==> config.mk <==
export PLATFORM = sky130hd
export DESIGN_NAME = muldiv_ctrl
export DESIGN_NICKNAME = d
export VERILOG_FILES = /design/src/rtl/muldiv_ctrl.sv
export SDC_FILE = /design/constraint.sdc
export NUM_CORES = 1
export LEC_CHECK = 0
export BUFFER_PORTS_ARGS = -buffer_cell sky130_fd_sc_hd__buf_4
export CAP_MARGIN = 20
export CORE_UTILIZATION = 40
export CTS_CLUSTER_SIZE = 40
export DETAILED_ROUTE_END_ITERATION = 16
export SYNTH_ARGS = -nofsm -noshare
export SYNTH_HDL_FRONTEND = slang
export SYNTH_SLANG_ARGS = --single-unit
==> constraint.sdc <==
create_clock -name clk -period 8.1 [get_ports clk]
set_input_delay 1.62 -clock clk [delete_from_list [all_inputs] [get_ports clk]]
set_output_delay 1.62 -clock clk [all_outputs]
set_load 0.01 [all_outputs]
==> src/rtl/muldiv_ctrl.sv <==
// HI/LO multiply/divide sequencer: 32-step restoring divider, iterative or fast multiplier.
// Define MULDIV_FAST_MUL_EN to use a single-cycle combinational multiplier for mult/multu.
module muldiv_ctrl #(
    parameter int ITER = 32
) (
    input  logic        clk,
    input  logic        reset,
    input  logic        req_valid,
    input  logic [3:0]  req_op,
    input  logic [31:0] src1,
    input  logic [31:0] src2,
    output logic        req_ready,
    output logic        busy,
    output logic        done,
    input  logic        flush,
    input  logic        mthi_we,
    input  logic        mtlo_we,
    input  logic [31:0] mt_data,
    output logic [31:0] hi,
    output logic [31:0] lo
);
    localparam int CW = $clog2(ITER);

    typedef enum logic [1:0] {
        IDLE = 2'd0,
        RUN  = 2'd1,
        WB   = 2'd2
    } state_t;

    state_t        state, state_nxt;
    logic [CW-1:0] cnt;
    logic [63:0]   acc;
    logic [31:0]   opb;
    logic          is_div, neg_q, neg_r;

    logic          op_legal, op_mul, op_signed, accept;
    logic [31:0]   abs1, abs2;
    logic [63:0]   acc_step, div_step, wb_val;

    // Only a single one-hot opcode is a legal request.
    always_comb begin
        op_legal = 1'b0;
        case (req_op)
            4'b0001, 4'b0010, 4'b0100, 4'b1000: op_legal = 1'b1;
            default:                            op_legal = 1'b0;
        endcase
    end

    assign op_mul    = req_op[0] | req_op[1];
    assign op_signed = req_op[0] | req_op[2];
    assign accept    = req_valid & (state == IDLE) & op_legal & ~flush;
    assign abs1      = (op_signed & src1[31]) ? (~src1 + 32'd1) : src1;
    assign abs2      = (op_signed & src2[31]) ? (~src2 + 32'd1) : src2;

    // Restoring divide: acc = {rem, quot}; the shifted-in remainder needs 33 bits.
    logic [32:0] trial;
    logic        ge;
    logic [31:0] sub;
    assign trial    = acc[63:31];
    assign ge       = trial >= {1'b0, opb};
    assign sub      = trial[31:0] - opb;
    assign div_step = ge ? {sub, acc[30:0], 1'b1} : {acc[62:0], 1'b0};

`ifdef MULDIV_FAST_MUL_EN
    logic signed [32:0] fa, fb;
    logic signed [63:0] fast_prod;
    assign fa        = {req_op[0] & src1[31], src1};
    assign fb        = {req_op[0] & src2[31], src2};
    assign fast_prod = 64'(fa) * 64'(fb);
    assign acc_step  = div_step;
`else
    // Shift-add: acc = {partial, multiplier}; multiplicand lives in opb.
    logic [32:0] msum;
    logic [63:0] mul_step;
    assign msum     = {1'b0, acc[63:32]} + {1'b0, opb};
    assign mul_step = acc[0] ? {msum, acc[31:1]} : {1'b0, acc[63:1]};
    assign acc_step = is_div ? div_step : mul_step;
`endif

    always_comb begin
        wb_val = acc;
        if (is_div) begin
            wb_val[63:32] = neg_r ? (~acc[63:32] + 32'd1) : acc[63:32];
            wb_val[31:0]  = neg_q ? (~acc[31:0] + 32'd1)  : acc[31:0];
        end else if (neg_q) begin
            wb_val = ~acc + 64'd1;
        end
    end

    always_comb begin
        state_nxt = state;
        case (state)
            IDLE: begin
                if (accept) begin
`ifdef MULDIV_FAST_MUL_EN
                    state_nxt = op_mul ? WB : RUN;
`else
                    state_nxt = RUN;
`endif
                end
            end
            RUN:     if (cnt == CW'(ITER - 1)) state_nxt = WB;
            WB:      state_nxt = IDLE;
            default: state_nxt = IDLE;
        endcase
        if (flush) state_nxt = IDLE;
    end

    assign req_ready = (state == IDLE);
    assign busy      = (state != IDLE);
    assign done      = (state == WB) & ~flush & ~reset;

    always_ff @(posedge clk) begin
        if (reset) begin
            state  <= IDLE;
            cnt    <= '0;
            acc    <= '0;
            opb    <= '0;
            is_div <= 1'b0;
            neg_q  <= 1'b0;
            neg_r  <= 1'b0;
            hi     <= '0;
            lo     <= '0;
        end else begin
            state <= state_nxt;
            case (state)
                IDLE: begin
                    if (mthi_we) hi <= mt_data;
                    if (mtlo_we) lo <= mt_data;
                    if (accept) begin
                        cnt    <= '0;
                        is_div <= ~op_mul;
                        neg_q  <= op_signed & (src1[31] ^ src2[31]);
                        neg_r  <= req_op[2] & src1[31];
                        if (op_mul) begin
                            acc <= {32'd0, abs2};
                            opb <= abs1;
                        end else begin
                            acc <= {32'd0, abs1};
                            opb <= abs2;
                        end
`ifdef MULDIV_FAST_MUL_EN
                        if (op_mul) begin
                            acc   <= fast_prod;
                            neg_q <= 1'b0;
                        end
`endif
                    end
                end
                RUN: begin
                    acc <= acc_step;
                    cnt <= cnt + 1'b1;
                end
                WB: begin
                    if (!flush) begin
                        hi <= wb_val[63:32];
                        lo <= wb_val[31:0];
                    end
                end
                default: ;
            endcase
        end
    end

endmodule

### Word-level counts from Yosys, hierarchy flattened

Cells that the tools add are included.

* $add $sub $neg: 8
* magnitude comparators: 1
* equal/unequal tests: 12
* mux-type cells: 25
* bitwise operators: 20
* reductions and logical operators: 11

Operators by type and width (count)
* 64-bit two-way mux: 6
* 32-bit two-way mux: 10
* 32-bit by 1-bit adder with 32-bit output (second input constant): 4
* 32-bit NOT: 4
* 32-bit one-hot mux with 2 select lines: 2
* 64-bit one-hot mux with 2 select lines: 1
* 64-bit by 1-bit adder with 64-bit output (second input constant): 1
* 64-bit NOT: 1
* 32-bit by 32-bit adder with 33-bit output: 1
* 33-bit by 32-bit greater-or-equal comparator with 1-bit output: 1
* 32-bit subtractor: 1
* 5-bit one-hot mux with 2 select lines: 1
* 1-bit bitwise AND: 9
* 2-bit by 1-bit inequality test with 1-bit output (second input constant): 3
* 2-bit AND reduction: 3
* 3-bit AND reduction: 2
* 2-bit nonzero test: 3
* 5-bit by 1-bit adder with 5-bit output (second input constant): 1
* 5-bit == test (second input constant): 1
* 5-bit two-way mux: 1
* 4-bit by 1-bit == test with 1-bit output (second input constant): 1
* 4-bit by 2-bit == test with 1-bit output (second input constant): 1
* 4-bit by 3-bit == test with 1-bit output (second input constant): 1
* 4-bit == test (second input constant): 1
* other kinds (12): 17

* register bits: 170
* input port bits: 106
* logic and storage cells: 86

### Longest topological paths before layout

* word-level depth: 7
* depth in mapped cells: 13
* mapped depth without buffers: 13

### Least setup slack after synthesis

OpenSTA, ideal clock, no wires.

* path type: input to output
* start: in reset
* end: out done
* arrival: 2.553 ns
* data required time: 6.480 ns
* slack: 3.927 ns
* cell stages on the path: 4
* cells stage by stage: clkbuf_1 -> clkbuf_1 -> clkbuf_1 -> nor3_1

* longest elaborated chain between the ends: 2

RTL lines
* start, declared: line 7 `input logic reset,`
* 1-bit NOT: line 111 `assign done = (state == WB) & ~flush & ~reset;`
* 1-bit bitwise AND: line 111
* end, declared: line 14 `output logic done,`

No other way between the ends.

### Worst setup path in the final report

Same ends and word-level chain as after synthesis.

==> run metrics <==
CP Launch Type primary input; WS Path Type in2out; routability cong. 0.999; Worst Path Required 6.48 ns; part of the power in combinational logic 28.6%; CTS tree built; Slew HR 22.3%; hold path cells 2; reg2reg start acc[31]; Worst Max-Slew Pin Slew between 1 and 1.5 ns; setup slack on the worst flop-to-flop path between 3 and 4 ns; Synth top area share between 20% and 30%; CTS HTree Levels 4; FF+latch count, synth 170; Die Area 37500 um^2; internal cell power 1.59 mW; Critical Path Source reset; root buffer cell clkbuf_16; clock sink total 170; first-pass iteration count of the detailed router 6; RSZ-0062 raised after global routing no; GRT Residual Overflow 0; Primary FF master, synth dfxtp_1; Clk pwr share 35.0%; CTS clk-pin slew, worst paths 0.08 ns; worst vdd ir 0.127 mV; global-route wire length before repair roughly 87000 um; multi-input logic area 10500 um^2; Core Box Area 35900 um^2; Worst Skew 0.0244 ns; Final period util 54.5%; Wirelength per Cell 22.3 um; static leakage between 6 and 7 nW; Initial Util about 40%; Worst setup endpoint done; register area share after synthesis 23.1%; Critical R2R Capture acc[60]; GR peak layer met2; Max Cap Viol 0; Worst R2R Path Depth 13; Placed Instances between 2000 and 3000; Ant. Diodes 0; Die H 194 um; Hold WC Path Type reg2reg; endpoints failing setup 0; max-slew violations 0; met1 usage 41.7%; status finished, final reports clean; Clock Path Buffers 2; FMAX 0.227 GHz; layout cell share with drive strength beyond 1 12.9%; # DRC 0; met3 usage 3.86%; # resized after CTS 0; 1st-iter DRT viols 1493; CTS buffer count 17; vias in the first global route 14600; drt via density 6.20; post-synth top area cell dfxtp_1; post-route ant nets 0; commonest cells in the netlist a21oi_1 (215), nand2_1 (209), nor2_1 (194); Pwr per Cell Area between 100 and 150 nW/um^2; number of synthesized flops with an enable pin 0; register area approximately 3400 um^2; Non-Filler Instances approximately 2600; # port buffers 172; Crit. End Element output pin; Hold Fails Final Rpt 0; crit path max fanout 27; Syn Std Cell Area roughly 15000 um^2; post-synthesis cell count approximately 2000; Clock Latency Late Sink 0.45 ns; min cycle time layout 4.41 ns; hold buffers post-CTS 0; initial antenna violation count 1; met2 Track Usage GR 45.0%; net switching power 0.924 mW; Tot Pwr between 2 and 3 mW; CP Data Arrival Time about 2.8 ns; most frequent cell after synthesis a21oi_1; Netlist cell types 75; Post-Syn Area per Cell 7.28 um^2; DIE WIDTH 194 um; syn nets 2199; Post-synth ARST share 0%; Ports 173; Hold Slack 0.467 ns; Tot GR Track Use 29.6%; area delta synth->final 14.7%; Setup TNS Final 0 ns; Std-Cell Rows 69; WL final between 50000 and 60000 um; dpl hpwl 44300 um; largest net degree at the start of global routing between 70 and 80; routed via count 15900; fill count 3644; postcts setup bufs 0; Yosys warnings 0; switching share of power 36.8%; Synth area leaders dfxtp_1 (23%), a21oi_1 (7.3%), ha_1 (6.0%), nand2_1 (5.3%), nor2_1 (5.0%); Seq pwr share 36.4%; layout net count 2265
state kept, by name, indices dropped and copies added, names as in the netlist:
name    count
acc        64
cnt         5
hi         32
is_div      1
lo         32
neg_q       1
neg_r       1
opb        32
state       2
how the worst min path moves through the flow:
stage	start	endpoint	slack [ns]
2_1_floorplan	cnt[3]	cnt[3]	0.44
3_3_place_gp	lo[26]	lo[26]	0.45
3_5_place_dp	hi[25]	hi[25]	0.44
4_1_cts	hi[25]	hi[25]	0.46
5_1_grt	hi[5]	hi[5]	0.48
6_report	hi[23]	hi[23]	0.47
cell families (layout without fill, tap and decap cells):
| logic type | count (synthesis) | in the layout | synth area share [%] |
|---|---|---|---|
| adder cells (fa/ha/maj) | 72 | 72 | 6.23 |
| AND/OR/NAND/NOR | 635 | 635 | 20.5 |
| XOR/XNOR | 162 | 162 | 9.65 |
| AO/OA/AOI/OAI | 707 | 707 | 30.9 |
| multiplexers | 58 | 58 | 4.02 |
| buffers and inverters | 217 | 296 | 5.61 |
| flip-flops | 170 | 170 | 23.1 |
power groups by stage:
stage	Sequential, mW	Combinational, mW	Clock [mW]
CTS	0.913	0.702	0.874
global route	0.918	0.773	0.907
detailed placement	0.933	0.700	0
global placement	0.933	0.697	0
finish	0.915	0.717	0.878
floorplan	0.917	0.455	0
metrics by stage:
stage	setup WS (ns)	utilization [%]	area (um^2)
6_report	3.69	47.0	16900
4_1_cts	3.71	46.8	16800
5_1_grt	3.68	47.0	16900
3_5_place_dp	3.38	45.1	16200
3_3_place_gp	3.40	45.1	16200
2_1_floorplan	3.93	-	14700
cell usage in the layout, fill, tap and decap left out, types with 10 or more instances in the layout:
cell	Yosys	layout
a2111oi_0	10	10
a211o_1	10	10
a211oi_1	81	81
a21o_1	26	25
a21oi_1	215	214
a221oi_1	14	14
a22o_1	15	15
a311oi_1	10	10
a31oi_1	29	29
and3_1	18	18
buf_4	0	191
clkbuf_16	0	18
dfxtp_1	170	169
ha_1	70	70
inv_1	70	70
mux2i_1	49	49
nand2_1	209	209
nand2b_1	16	16
nand3_1	37	37
nand4_1	13	13
nor2_1	194	192
nor2b_1	16	14
nor3_1	44	44
nor4_1	10	10
o211ai_1	40	40
o21ai_0	144	143
o21bai_1	11	11
o31ai_1	33	33
o41ai_1	17	17
or3_1	11	11
or4_1	15	15
xnor2_1	80	80
xor2_1	82	82
per-layer routing:
| layer | share of wire [%] | wire, um | vias up |
|---|---|---|---|
| li1 | - | - | 7518 |
| met1 | 45 | 25600 | 7435 |
| met2 | 43 | 24500 | 825 |
| met3 | 8.6 | 4940 | 104 |
| met4 | 3.7 | 2120 | 0 |
| met5 | 0 | 0 | - |
worst max-delay path, cell delays in order:
cell    delay (ns)
buf_4         0.23
nor3_1        0.69
buf_4         0.25
cell type report:
type | count | area share, %
sequential | 170 | 20.2
tap | 461 | 3.42
clock inverter | 13 | 0.861
inverter | 70 | 1.56
clock buffer | 19 | 2.75
timing repair buffer | 194 | 8.87
multi-input combinational | 1634 | 62.3
No activity file was read; power rests on OpenSTA's default activity.
